File: src/rtl/pam4_slicer_mer.sv
// 4-PAM slicer with adaptive threshold and block-averaged error power.
// Four-stage pipeline: capture/abs, decide/error, square, accumulate.
module pam4_slicer_mer #(
    parameter int unsigned      WIDTH        = 18,
    parameter int unsigned      ACC_LEN_LOG2 = 14,
    parameter logic [WIDTH-1:0] REF_INIT     = 18'd65536
) (
    input  logic             sys_clk,
    input  logic             reset,
    input  logic             sym_clk_en,
    input  logic             acc_clr,
    input  logic [WIDTH-1:0] x_in,
    output logic [1:0]       sym_out,
    output logic             sym_valid,
    output logic [WIDTH-1:0] ref_level,
    output logic [WIDTH-1:0] err_power,
    output logic             blk_done
);

    localparam int unsigned AW = WIDTH + ACC_LEN_LOG2;
    localparam int unsigned EW = WIDTH + 2;
    localparam int unsigned PW = 2 * WIDTH;

    localparam logic [WIDTH-1:0] SMAX = {1'b0, {(WIDTH - 1){1'b1}}};
    localparam logic [WIDTH-1:0] SMIN = {1'b1, {(WIDTH - 1){1'b0}}};

    // ---------------- Stage 1: capture and magnitude ----------------
    logic [WIDTH-1:0] abs_in;
    logic [WIDTH-1:0] x_r;
    logic [WIDTH-1:0] abs_r;
    logic             v1;

    always_comb begin
        abs_in = x_in;
        if (x_in == SMIN) begin
            abs_in = SMAX;
        end else if (x_in[WIDTH-1]) begin
            abs_in = -x_in;
        end
    end

    always_ff @(posedge sys_clk or posedge reset) begin
        if (reset) begin
            x_r   <= '0;
            abs_r <= '0;
            v1    <= 1'b0;
        end else begin
            v1 <= sym_clk_en;
            if (sym_clk_en) begin
                x_r   <= x_in;
                abs_r <= abs_in;
            end
        end
    end

    // ---------------- Stage 2: decision and error ----------------
    logic              neg;
    logic              outer;
    logic [EW-1:0]     ref_ext;
    logic [EW-1:0]     half_ext;
    logic [EW-1:0]     mag;
    logic [EW-1:0]     ideal;
    logic [EW-1:0]     x_ext;
    logic [EW-1:0]     diff;
    logic [WIDTH-1:0]  err_d;
    logic [1:0]        sym_d;

    logic [WIDTH-1:0]  err_r;
    logic [WIDTH-1:0]  abs2_r;
    logic              v2;

    always_comb begin
        neg      = x_r[WIDTH-1];
        outer    = abs_r > ref_level;
        ref_ext  = EW'(ref_level);
        half_ext = ref_ext >> 1;
        mag      = outer ? (ref_ext + half_ext) : half_ext;
        ideal    = neg ? -mag : mag;
        x_ext    = {{2{x_r[WIDTH-1]}}, x_r};
        diff     = x_ext - ideal;
        // Saturate when the bits above the 1s17 sign are not a pure sign extension.
        if (diff[EW-1:WIDTH-1] != {(EW - WIDTH + 1){diff[EW-1]}}) begin
            err_d = diff[EW-1] ? SMIN : SMAX;
        end else begin
            err_d = diff[WIDTH-1:0];
        end
        sym_d = {~neg, neg ? ~outer : outer};
    end

    always_ff @(posedge sys_clk or posedge reset) begin
        if (reset) begin
            sym_out   <= 2'b00;
            sym_valid <= 1'b0;
            err_r     <= '0;
            abs2_r    <= '0;
            v2        <= 1'b0;
        end else begin
            sym_valid <= v1;
            v2        <= v1;
            if (v1) begin
                sym_out <= sym_d;
                err_r   <= err_d;
                abs2_r  <= abs_r;
            end
        end
    end

    // ---------------- Stage 3: error squared ----------------
    logic signed [PW-1:0] sq;
    logic [WIDTH-1:0]     err_sq_r;
    logic [WIDTH-1:0]     abs3_r;
    logic                 v3;

    always_comb begin
        sq = $signed(err_r) * $signed(err_r);
    end

    always_ff @(posedge sys_clk or posedge reset) begin
        if (reset) begin
            err_sq_r <= '0;
            abs3_r   <= '0;
            v3       <= 1'b0;
        end else begin
            v3 <= v2;
            if (v2) begin
                err_sq_r <= sq[PW-2:WIDTH-1];
                abs3_r   <= abs2_r;
            end
        end
    end

    // ---------------- Stage 4: block accumulation ----------------
    logic [AW-1:0]           abs_acc;
    logic [AW-1:0]           err_acc;
    logic [ACC_LEN_LOG2-1:0] sym_cnt;
    logic [AW-1:0]           abs_sum;
    logic [AW-1:0]           err_sum;
    logic [AW-1:0]           abs_mean;
    logic [AW-1:0]           err_mean;
    logic                    blk_end;

    always_comb begin
        abs_sum  = abs_acc + AW'(abs3_r);
        err_sum  = err_acc + AW'(err_sq_r);
        abs_mean = abs_sum >> ACC_LEN_LOG2;
        err_mean = err_sum >> ACC_LEN_LOG2;
        blk_end  = v3 && (sym_cnt == {ACC_LEN_LOG2{1'b1}});
    end

    always_ff @(posedge sys_clk or posedge reset) begin
        if (reset) begin
            abs_acc   <= '0;
            err_acc   <= '0;
            sym_cnt   <= '0;
            ref_level <= REF_INIT;
            err_power <= '0;
            blk_done  <= 1'b0;
        end else begin
            blk_done <= 1'b0;
            // Clear beats both accumulation and block end on the same edge.
            if (acc_clr) begin
                abs_acc <= '0;
                err_acc <= '0;
                sym_cnt <= '0;
            end else if (blk_end) begin
                ref_level <= abs_mean[WIDTH-1:0];
                err_power <= err_mean[WIDTH-1:0];
                blk_done  <= 1'b1;
                abs_acc   <= '0;
                err_acc   <= '0;
                sym_cnt   <= '0;
            end else if (v3) begin
                abs_acc <= abs_sum;
                err_acc <= err_sum;
                sym_cnt <= sym_cnt + 1'b1;
            end
        end
    end

    // Product sign/fraction bits and the mean's always-zero top bits are dropped.
    logic unused_bits;
    assign unused_bits = ^{sq[PW-1], sq[WIDTH-2:0], abs_mean[AW-1:WIDTH], err_mean[AW-1:WIDTH]};

endmodule

File: config.mk
export PLATFORM = sky130hd
export DESIGN_NAME = pam4_slicer_mer
export DESIGN_NICKNAME = d
export VERILOG_FILES = /design/src/rtl/pam4_slicer_mer.sv
export SDC_FILE = /design/constraint.sdc
export NUM_CORES = 1
export LEC_CHECK = 0
export CORE_MARGIN = 10
export CORE_UTILIZATION = 60
export DETAILED_ROUTE_END_ITERATION = 12
export DONT_BUFFER_PORTS = 1
export PLACE_DENSITY = 0.76
export SYNTH_ARGS = -nofsm -noshare
export SYNTH_HDL_FRONTEND = slang
export SYNTH_SLANG_ARGS = --single-unit
File: constraint.sdc
create_clock -name sys_clk -period 18.42 [get_ports sys_clk]
set_input_delay 3.684 -clock sys_clk [delete_from_list [all_inputs] [get_ports sys_clk]]
set_output_delay 3.684 -clock sys_clk [all_outputs]
set_load 0.05 [all_outputs]
Yosys cells after proc, flatten, opt, wreduce, memory -nomap -nowiden

Cells that the tools add are included.

Add/subtract/negate cells: 7
Multiply operators: 1
$lt $le $gt $ge: 1
Equality and inequality tests: 3
Muxes and demuxes: 18
Bitwise gates (word level): 3
Reductions and logical operators: 3

Operator list:

| kind                    | count |
|---|---|
| $mux W32                | 6 |
| $mux W18                | 4 |
| $add A32 B18 Y32        | 2 |
| $mux W14                | 3 |
| $mul A18 B18 Y35        | 1 |
| $mux W20                | 1 |
| $neg A19 Y20            | 1 |
| $sub A20 B20 Y20        | 1 |
| $add A18 B17 Y19        | 1 |
| $mux W19                | 1 |
| $eq A18 B18 Y1 const B  | 1 |
| $gt A18 B18 Y1          | 1 |
| $neg A18 Y18            | 1 |
| $add A14 B1 Y14 const B | 1 |
| $eq A14 B14 Y1 const B  | 1 |
| $mux W1                 | 3 |
| $not A1 Y1              | 3 |
| $reduce_bool A3 Y1      | 1 |
| $ne A2 B2 Y1            | 1 |
| $reduce_and A2 Y1       | 1 |
| $logic_and A1 B1 Y1     | 1 |

Register bits after elaboration: 228
Bits of input ports: 22
Output and inout port bits: 40
Word-level logic and storage cells: 52

Logic depth before layout (Yosys ltp)

Gate-level depths: netlist (run 1).

Word-level depth: 7
Depth in mapped cells: 30
Depth with buffers taken out: 26

Worst setup path before layout (run 1)

OpenSTA, ideal clock, no wires.

Path kind: reg-to-reg
Start: register ref_level[16]
End: register err_r[6]
Library setup time: 0.141 ns
Arrival: 6.443 ns
Path slack: 11.836 ns
Stages on the path, launching flop included: 30
Buffers on the path: 4
Cells stage by stage: dfstp_2 inv_1 ha_1 nand4_1 nor3_1 a21boi_1 o31ai_1 nand2_1 clkbuf_1 clkbuf_1 nor2_1 a21o_1 inv_1 ha_1 nand2_1 o31ai_1 a21boi_1 xnor2_1 ha_1 a211o_1 nor3_1 o211ai_1 a31oi_1 mux2_2 nor4_2 nand2b_1 buf_2 buf_1 o211ai_1 a31oi_1

Longest elaborated chain between the ends: 7
Elaborated cells between the ends (all ways): 9

Ends and longest elaborated chain:

| what                                                      | RTL line | source |
|---|---|---|
| start, declared                                           | 15       | `output logic [WIDTH-1:0] ref_level,` |
| start signal, assigned                                    | 166      | `ref_level <= abs_mean[WIDTH-1:0];` |
| $add A18 B17 Y19 / $gt A18 B18 Y1 (equally long branches) | 77, 74   |  |
| $mux W19 (*)                                              | 77       | `mag = outer ? (ref_ext + half_ext) : half_ext;` |
| $neg A19 Y20                                              | 78       | `ideal = neg ? -mag : mag;` |
| $mux W20 (*)                                              | 78       |  |
| $sub A20 B20 Y20 (*)                                      | 80       | `diff = x_ext - ideal;` |
| $ne A2 B2 Y1 / $mux W18 (equally long branches)           | 82, 83   |  |
| $mux W18 (*)                                              | 82       | `if (diff[EW-1:WIDTH-1] != {(EW - WIDTH + 1){diff[EW-1]}}) begin` |
| end signal, assigned                                      | 102      | `err_r <= err_d;` |
| end, declared                                             | 68       | `logic [WIDTH-1:0] err_r;` |

Mark *: on every way between the ends. The rest lies on a longest branch, timed or not.
A chain may end at the register's enable or synchronous reset.

Worst setup path after layout (run 1)

Start: register ref_level[1]
End: register err_r[5]

The elaborated chain is that of the path after synthesis.

==> flow_summary.toml, run 1 <==
[worst_hold_path]
hp-class = "reg2reg"
holdPathStages = 2
min_from = "err_acc[11]"
whs_endpoint = "err_acc[11]"

[cells_and_area]
final_cell_mix = "406 x inv_1, 295 x fa_1, 236 x nand2_1, 225 x dfrtp_1, 193 x ha_1"
final_nets = 3047
layout_commonest_cell = "inv_1"
post-route-util_pct = 64.21
layout-drive-gt1-share_pct = 5.947
diodes = 0
area_delta_synth_final_pct = 4.884
final_cells = 3081

[global_route]
grt_usage_pct = 24.28
grt_first_pass_wirelength_microns = 100000
grt-ovfl-total = 0
grt_pass1_vias = 19550
grt_max_degree = 84
grt_antenna_before_repair = 0

[yosys]
avgSynthCellArea_sq_um = 9.441
synth_top_area_share_pct = 24.11
synth_area_sq_um = 24490
yosys.area.top_type = "fa_1"
yosys_warnings = 0
synth_cell_type_count = 81
synthCells = 2594
synth_flop_cell = "dfrtp_1"
ys_seq_elements = 228
syn_nets = 3104
synth_edf_count = 0
synth_seq_area_share_pct = 23.30
ys_top_cells_by_area = "fa_1 24%, dfrtp_1 23%, ha_1 9.9%, inv_1 6.2%, nand2_1 3.6%"
synth-async-reset-ratio_pct = 100.0

[floorplan]
core_area_sq_um = 40010
pin_count = 62
die_h_microns = 222.0
dieArea_sq_um = 49300
start_util_pct = 61.22
placementRows = 73
die_w_microns = 222.0

[place]
gp_congestion = 0.9652
dp_hpwl_microns = 45360
dp.cells = 3035
port_buffers = 0

[clocking]
clockBufferDepth = 3
cts_resized = 0
cts_buffers = 25
clkTransAtPathRegs_ns = 0.07
post_cts_buffers = 0
cts_tree = "yes"
clkSinkCount = 228
clkLatencyLatePin_ns = 0.56
root_buffer = "clkbuf_16"
htreeDepth = 1
cts_hold_buf = 0

[timing]
finalHoldViolCount = 0
slew_viol_final = 0
setup_viol = 0
worst_pin_slew_ns = 1.052
clock.fmax_mhz = 130.5
clock_skew_ns = 0.02579
slew_headroom_pct = 29.88
min_period_ns = 7.665
tns_ns = 0
period_share_pct = 41.61
rsz0062_at_grt = "no"

[routing]
viasPerCell = 5.903
drc_errors = 0
postRouteAntennaNets = 0
first_pass_iters = 6
drtIter0Drc = 1303
vias = 18187
finalWirelength_microns = 58620
wl_per_cell_microns = 19.03

[critical_path]
crit_buf_inv = 1
startpoint_type = "flip-flop"
path_delay_family = "compound AO/OA/AOI/OAI gates"
crit_start = "ref_level[1]"
path_cells = "inv_1 -> ha_1 -> nor2b_1 -> o21a_1 -> o21a_1 -> o31ai_1 -> nand2_1 -> a21oi_1 -> ha_1 -> nand2_1 -> o31ai_1 -> a21boi_1 -> xnor2_1 -> ha_1 -> a211o_1 -> nor3_1 -> o211ai_1 -> a31oi_1 -> mux2_2 -> nor4_2 -> nand2b_1 -> o211ai_1 -> a31oi_1"
timing.rr.end = "err_r[5]"
cp_slowest_stage_delay_ns = 0.78
cp-end-kind = "flip-flop"
arrival_ns = 8.06
reg2reg_slack_ns = 10.75
crit_fanout = 28
path_common_cell = "ha_1"
cpMaxStageDelayCell = "dfrtp_1"
worstReg2RegStart = "ref_level[1]"
cp.required_ns = 18.81
crit_type = "reg2reg"
r2r_cells = 23

[job]
drv_cap = 0

[status]
status = "completed"
-- sequential cells by signal (all words and copies together) (netlist names) --
register and count:
abs3_r 18, v2 1, abs_r 18, sym_out 2, abs_acc 32, blk_done 1
x_r 18, err_acc 32, abs2_r 18, err_sq_r 18, sym_cnt 14, err_r 18
v3 1, err_power 18, v1 1, ref_level 18
-- final cells by class --
cell class	count	area, sq um
clock buffer	31	688.2
fill	3244	14320
sequential	228	5709
tap	525	656.9
multi-input combinational	1861	16860
timing repair buffer	13	97.59
inverter	408	1539
clock inverter	15	137.6
-- stage by stage --
step                      setup slack [ns]  area (sq um)  hold slack, ns
final                                10.75         25690          0.4877
after detailed placement             10.96         24860          0.4757
after global placement               11.21         24860          0.4668
after floorplan                      8.490         24490          0.3888
after CTS                            10.90         25690          0.4930
after global routing                 10.18         25690          0.5116
-- worst register-to-register path, stage by stage, from the launching register on --
cell	delay [ns]
dfrtp_1	0.78
inv_1	0.23
ha_1	0.35
nor2b_1	0.13
o21a_1	0.16
o21a_1	0.18
o31ai_1	0.36
nand2_1	0.67
a21oi_1	0.42
ha_1	0.24
nand2_1	0.11
o31ai_1	0.52
a21boi_1	0.27
xnor2_1	0.09
ha_1	0.38
a211o_1	0.35
nor3_1	0.15
o211ai_1	0.18
a31oi_1	0.37
mux2_2	0.39
nor4_2	0.31
nand2b_1	0.43
o211ai_1	0.33
a31oi_1	0.11
-- metal layers --
metal,wire length (microns),GRT usage [%],share of wire [%],vias to the layer above
met5,0,0,0,-
met4,2073,8.397,3.5,0
met3,3044,3.546,5.2,138
met2,29240,42.30,50,511
met1,24260,30.10,41,9067
li1,-,-,-,8471
-- cell usage after synthesis, types with 9 or more instances --
| library cell | count |
|---|---|
| xnor2_1 | 76 |
| o21a_1 | 21 |
| nand2b_1 | 15 |
| nor2b_1 | 24 |
| o21ai_0 | 127 |
| or3_1 | 21 |
| mux2_2 | 66 |
| a211oi_1 | 11 |
| fa_1 | 295 |
| o21ai_1 | 13 |
| nand2_1 | 236 |
| a21oi_1 | 106 |
| o211ai_1 | 26 |
| nor3_1 | 30 |
| clkbuf_1 | 80 |
| and2_1 | 58 |
| xor2_1 | 69 |
| inv_1 | 407 |
| dfrtp_1 | 227 |
| ha_1 | 193 |
| nor2_1 | 142 |
| nand4_1 | 16 |
| o31ai_1 | 27 |
| and3_1 | 24 |
| a211o_1 | 9 |
| a21o_1 | 40 |
| a22o_1 | 22 |
| buf_1 | 9 |
| nand3_1 | 36 |
| a31oi_1 | 46 |
-- cells by family (layout without fill, tap and decap cells) --
| kind of cell | count (synthesis) | after routing | share of synthesized area (%) |
|---|---|---|---|
| xor gates and xnor gates | 145 | 145 | 5.185 |
| DFF | 228 | 228 | 23.30 |
| buffers and inverters | 505 | 467 | 7.893 |
| muxes | 71 | 71 | 3.244 |
| AOI/OAI and AO/OA | 515 | 515 | 13.90 |
| adders and majority gates | 488 | 488 | 33.97 |
| and+or+nand+nor | 642 | 642 | 12.51 |
-- how the worst max path moves through the flow --
stage               slack [ns]  cells past startpoint   endpoint
global route             10.18                     23  err_r[11]
global placement         11.21                     23   err_r[4]
floorplan                 8.49                      1  abs2_r[0]
finish                   10.75                     23   err_r[5]
detailed placement       10.96                     23   err_r[5]
CTS                      10.90                     23   err_r[5]
Power of run 1 is not shown: default switching activity piles up to over one toggle a cycle in this logic, so the estimate is an artifact.
==> inputs of run 2 (changes only) <==
--- a/config.mk
+++ b/config.mk
@@ -9,7 +9,7 @@
 export CORE_UTILIZATION = 60
 export DETAILED_ROUTE_END_ITERATION = 12
 export DONT_BUFFER_PORTS = 1
-export PLACE_DENSITY = 0.76
+export PLACE_DENSITY = 0.79
 export SYNTH_ARGS = -nofsm -noshare
 export SYNTH_HDL_FRONTEND = slang
 export SYNTH_SLANG_ARGS = --single-unit
==> constraint.sdc (replaced) <==
create_clock -name sys_clk -period 6.8 [get_ports sys_clk]
set_input_delay 1.36 -clock sys_clk [delete_from_list [all_inputs] [get_ports sys_clk]]
set_output_delay 1.36 -clock sys_clk [all_outputs]
set_load 0.05 [all_outputs]
==> run 2 against run 1 <==
Critical path depth stayed put. Utilization is 1.1 points higher. Register-to-register slack worse by 10 ns. Non-clock buffer count is 55 higher. Cell area is 1.7% higher. Die area stayed put. Highest routed layer unchanged. Sequential share of layout area is 0.31 points lower. Sequential cell count stayed put. Critical endpoint is now err_sq_r[17]. Global-route usage is 0.58 points lower. Maximum frequency is 18% higher. Hold slack worse by 0.0044 ns.
==> flow_summary.toml, run 2 (synthesis results as in run 1) <==
[global_route]
grt_usage_pct = 23.70
grt_first_pass_wirelength_microns = 98280
grt_max_degree = 189
grt-ovfl-total = 0
grt_pass1_vias = 19332
grt_antenna_before_repair = 0

[critical_path]
startpoint_type = "flip-flop"
arrival_ns = 6.90
crit_type = "reg2reg"
cp-end-kind = "flip-flop"
cp_slowest_stage_delay_ns = 0.55
cp.required_ns = 7.22
path_cells = "buf_4 -> and2_1 -> inv_1 -> fa_1 -> inv_1 -> fa_1 -> fa_1 -> fa_1 -> inv_1 -> fa_1 -> inv_1 -> fa_1 -> ha_1 -> o21a_1 -> o211ai_1 -> nor2_1 -> nand4_1 -> a21oi_1 -> o2111ai_2 -> a211o_1 -> a21boi_2 -> o21ai_0 -> a221o_1"
crit_fanout = 11
cpMaxStageDelayCell = "fa_1"
path_common_cell = "fa_1"

[timing]
worst_pin_slew_ns = 1.094
rsz0062_at_grt = "no"
finalHoldViolCount = 0
tns_ns = 0
clock.fmax_mhz = 154.5
setup_viol = 0
period_share_pct = 95.19
min_period_ns = 6.473
slew_headroom_pct = 27.08
clock_skew_ns = 0.01175
slew_viol_final = 0

[floorplan]
dieArea_sq_um = 49300
pin_count = 62
placementRows = 73
die_h_microns = 222.0
die_w_microns = 222.0
core_area_sq_um = 40010
start_util_pct = 61.22

[routing]
postRouteAntennaNets = 0
viasPerCell = 5.839
vias = 18288
drtIter0Drc = 1338
first_pass_iters = 5
finalWirelength_microns = 57260
wl_per_cell_microns = 18.28
drc_errors = 0

[status]
status = "completed"

[clocking]
clockBufferDepth = 3
cts_buffers = 23
clkLatencyLatePin_ns = 0.54
cts_tree = "yes"
htreeDepth = 1
clkTransAtPathRegs_ns = 0.07
clkSinkCount = 228
root_buffer = "clkbuf_16"
cts_hold_buf = 0

[cells_and_area]
final_cell_mix = "406 x inv_1, 295 x fa_1, 236 x nand2_1, 213 x dfrtp_1, 193 x ha_1"
layout_commonest_cell = "inv_1"
layout-drive-gt1-share_pct = 8.285
design_area_sq_um = 26120
top_regs = "abs_acc: 32 flops, err_acc: 32 flops"
final_nets = 3100
area_delta_synth_final_pct = 6.636
diodes = 0
post-route-util_pct = 65.28

[place]
placed_area_sq_um = 25270
gp_congestion = 0.9528
port_buffers = 0
dp_hpwl_microns = 45520

[job]
drv_cap = 0

[worst_hold_path]
hp-class = "reg2reg"
-- run 2: cell count changes in the layout (fill, tap and decap cells not counted), sizes merged --
cell,before,now
buf,13,67
clkbuf,31,38
clkinv,7,2
clkinvlp,6,1
-- run 2: routing by layer --
layer	GRT usage [%]	vias to the layer above	wire [microns]
met5	0	-	0
met4	7.501	0	1825
met3	3.243	113	3193
met2	40.24	556	28080
met1	30.70	9047	24170
li1	-	8572	-
-- run 2: path summary, 6_finish.rpt --
check                          endpoint  cells after the start        start  slack [ns]
min                         err_acc[13]                      2  err_acc[13]        0.48
max reg2reg                err_sq_r[17]                     23     err_r[4]        0.33
max                        err_sq_r[17]                     23     err_r[4]        0.33
max in group asynchronous      err_r[5]                      2        reset        4.32
min reg2reg                 err_acc[13]                      2  err_acc[13]        0.48
min in group asynchronous  err_sq_r[17]                      1        reset        0.90
-- run 2: what timing repair did --
action,4_1_cts,5_1_grt
setup endpoints to repair,0,27
buffers inserted,0,4
gates resized for setup,0,19
-- run 2: layout make-up --
| type | count | area [sq um] |
|---|---|---|
| multi-input combinational | 1861 | 16900 |
| fill | 3175 | 13890 |
| sequential | 228 | 5724 |
| inverter | 408 | 1535 |
| clock buffer | 37 | 698.2 |
| tap | 525 | 656.9 |
| timing repair buffer | 68 | 533.0 |
| clock inverter | 5 | 71.32 |
-- run 2: worst max-delay path: cells and delay by family, from the launching register on --
| kind | cells | cell delay [ns] |
|---|---|---|
| AO/OA/AOI/OAI | 8 | 1.73 |
| adder cells (fa/ha/maj) | 7 | 3.19 |
| buffers and inverters | 5 | 0.43 |
| flip-flops | 1 | 0.47 |
| AND/OR/NAND/NOR | 3 | 0.53 |
-- run 2: metrics by stage --
step / setup WS, ns / std cells / hold WS (ns)
floorplan: 0.2157 / 2594 / 0.3888
global placement: 0.1904 / 3086 / 0.4651
detailed placement: 0.03344 / 3086 / 0.4759
CTS: 0.01316 / 3128 / 0.4891
global route: 0.01426 / 3132 / 0.5099
finish: 0.3269 / 3132 / 0.4832
Power of run 2 is left out for the same reason.
==> inputs of run 3 (changes only) <==
--- a/config.mk
+++ b/config.mk
@@ -9,7 +9,7 @@
 export CORE_UTILIZATION = 60
 export DETAILED_ROUTE_END_ITERATION = 12
 export DONT_BUFFER_PORTS = 1
-export PLACE_DENSITY = 0.79
+export PLACE_DENSITY = 0.75
 export SYNTH_ARGS = -nofsm -noshare
 export SYNTH_HDL_FRONTEND = slang
 export SYNTH_SLANG_ARGS = --single-unit
==> run 3 against run 2 <==
Clock skew is 0.0065 ns higher. Maximum frequency is 1.4% lower. Sequential share of layout area is 0.053 points lower. Register-to-register slack worse by 0.09 ns. Non-clock buffer count stayed put. Cell area is 0.18% higher. Utilization is 0.12 points higher. Critical endpoint unchanged. Hold slack better by 0.0016 ns. Highest routed layer unchanged. Final cell count stayed put. Worst setup slack worse by 0.089 ns.
==> flow_summary.toml, run 3 (synthesis results as in run 1) <==
[timing]
slew_viol_final = 0
slew_headroom_pct = 34.97
clock_skew_ns = 0.01826
worst_pin_slew_ns = 0.9755
finalHoldViolCount = 0
rsz0062_at_grt = "yes"
period_share_pct = 96.51
min_period_ns = 6.562
setup_viol = 0
tns_ns = 0
clock.fmax_mhz = 152.4

[routing]
wl_per_cell_microns = 18.67
first_pass_iters = 8
wl_met2_microns = 28880
postRouteAntennaNets = 0
wl_met3_microns = 3330
drc_errors = 0
vias = 18551
drtIter0Drc = 1470
finalWirelength_microns = 58490
met1_length_microns = 24230
viasPerCell = 5.923
highest_layer = "met4"

[global_route]
grt_usage_pct = 23.90
grt_antenna_before_repair = 0
grt_pass1_vias = 19338
grt_max_degree = 190
grt-ovfl-total = 0
grt_first_pass_wirelength_microns = 98600

[critical_path]
worstReg2RegStart = "err_r[15]"
crit_fanout = 10
cp.required_ns = 7.23
cp-end-kind = "flip-flop"
startpoint_type = "flip-flop"
crit_start = "err_r[15]"
r2r_cells = 22
timing.rr.end = "err_sq_r[17]"
reg2reg_slack_ns = 0.24
crit_type = "reg2reg"
arrival_ns = 7.00

[worst_hold_path]
min_from = "abs_acc[5]"
holdPathStages = 2
hp-class = "reg2reg"
whs_endpoint = "abs_acc[5]"

[clocking]
clkTransAtPathRegs_ns = 0.06
cts_buffers = 24
cts_tree = "yes"
clkSinkCount = 228
post_cts_buffers = 0
clkLatencyLatePin_ns = 0.55
clockBufferDepth = 3
root_buffer = "clkbuf_16"
cts_resized = 0
cts_hold_buf = 0
htreeDepth = 1

[floorplan]
dieArea_sq_um = 49300
die_h_microns = 222.0
die_w_microns = 222.0
placementRows = 73
pin_count = 62
start_util_pct = 61.22
core_area_sq_um = 40010

[cells_and_area]
final_nets = 3101
diodes = 0
final_cell_mix = "406 x inv_1, 294 x fa_1, 236 x nand2_1, 216 x dfrtp_1, 193 x ha_1"
layout-drive-gt1-share_pct = 8.439
top_regs = "abs_acc: 32 flops, err_acc: 32 flops"
area_delta_synth_final_pct = 6.825
layout_commonest_cell = "inv_1"

[place]
gp_congestion = 1.006
dp_hpwl_microns = 46220
port_buffers = 0

[job]
drv_cap = 0

[status]
status = "completed"
run 3: through the flow:
stage	worst slack, ns	std cells	hold WS (ns)	util (%)	instance area, sq um
4_1_cts	0.05218	3132	0.4889	65.27	26110
3_3_place_gp	0.1139	3090	0.4666	63.20	25280
3_5_place_dp	0.05416	3090	0.4755	63.20	25280
2_1_floorplan	0.2157	2594	0.3888	-	24490
5_1_grt	-0.07908	3132	0.4993	65.40	26160
6_report	0.2376	3132	0.4848	65.40	26160
run 3: layout make-up:
class / count / area [sq um]
flip-flops and latches: 228 / 5720
repair buffers: 68 / 523.0
clock buffers: 33 / 694.4
clock inverters: 9 / 135.1
well taps: 525 / 656.9
multi-input cells: 1861 / 16900
fillers: 3162 / 13840
inverters: 408 / 1535
run 3: how the worst max path moves through the flow:
stage                        end  depth (start not counted)
finish              err_sq_r[17]                         22
global route        err_sq_r[17]                         22
CTS                 err_sq_r[17]                         24
detailed placement  err_sq_r[17]                         21
global placement    err_sq_r[17]                         22
floorplan               err_r[6]                         29
run 3: critical path, stage by stage, from the launching register on:
cell and delay [ns]:
dfrtp_1 0.52, buf_4 0.26, nand2_1 0.13, inv_1 0.08
fa_1 0.51, fa_1 0.61, fa_1 0.46, fa_1 0.51
fa_1 0.50, inv_1 0.05, fa_1 0.47, inv_1 0.05
ha_1 0.33, a21oi_1 0.16, nor2b_1 0.08, or3_1 0.35
a22o_1 0.23, o2111ai_2 0.23, a211o_1 0.21, a21boi_2 0.09
buf_4 0.15, o211a_1 0.21, a221o_1 0.25
run 3: per-layer routing:
| layer | vias up | GRT usage [%] |
|---|---|---|
| met5 | - | 0 |
| met4 | 0 | 8.397 |
| met3 | 128 | 3.638 |
| met2 | 582 | 40.33 |
| met1 | 9268 | 30.60 |
| li1 | 8573 | - |
Power of run 3 is left out for the same reason.
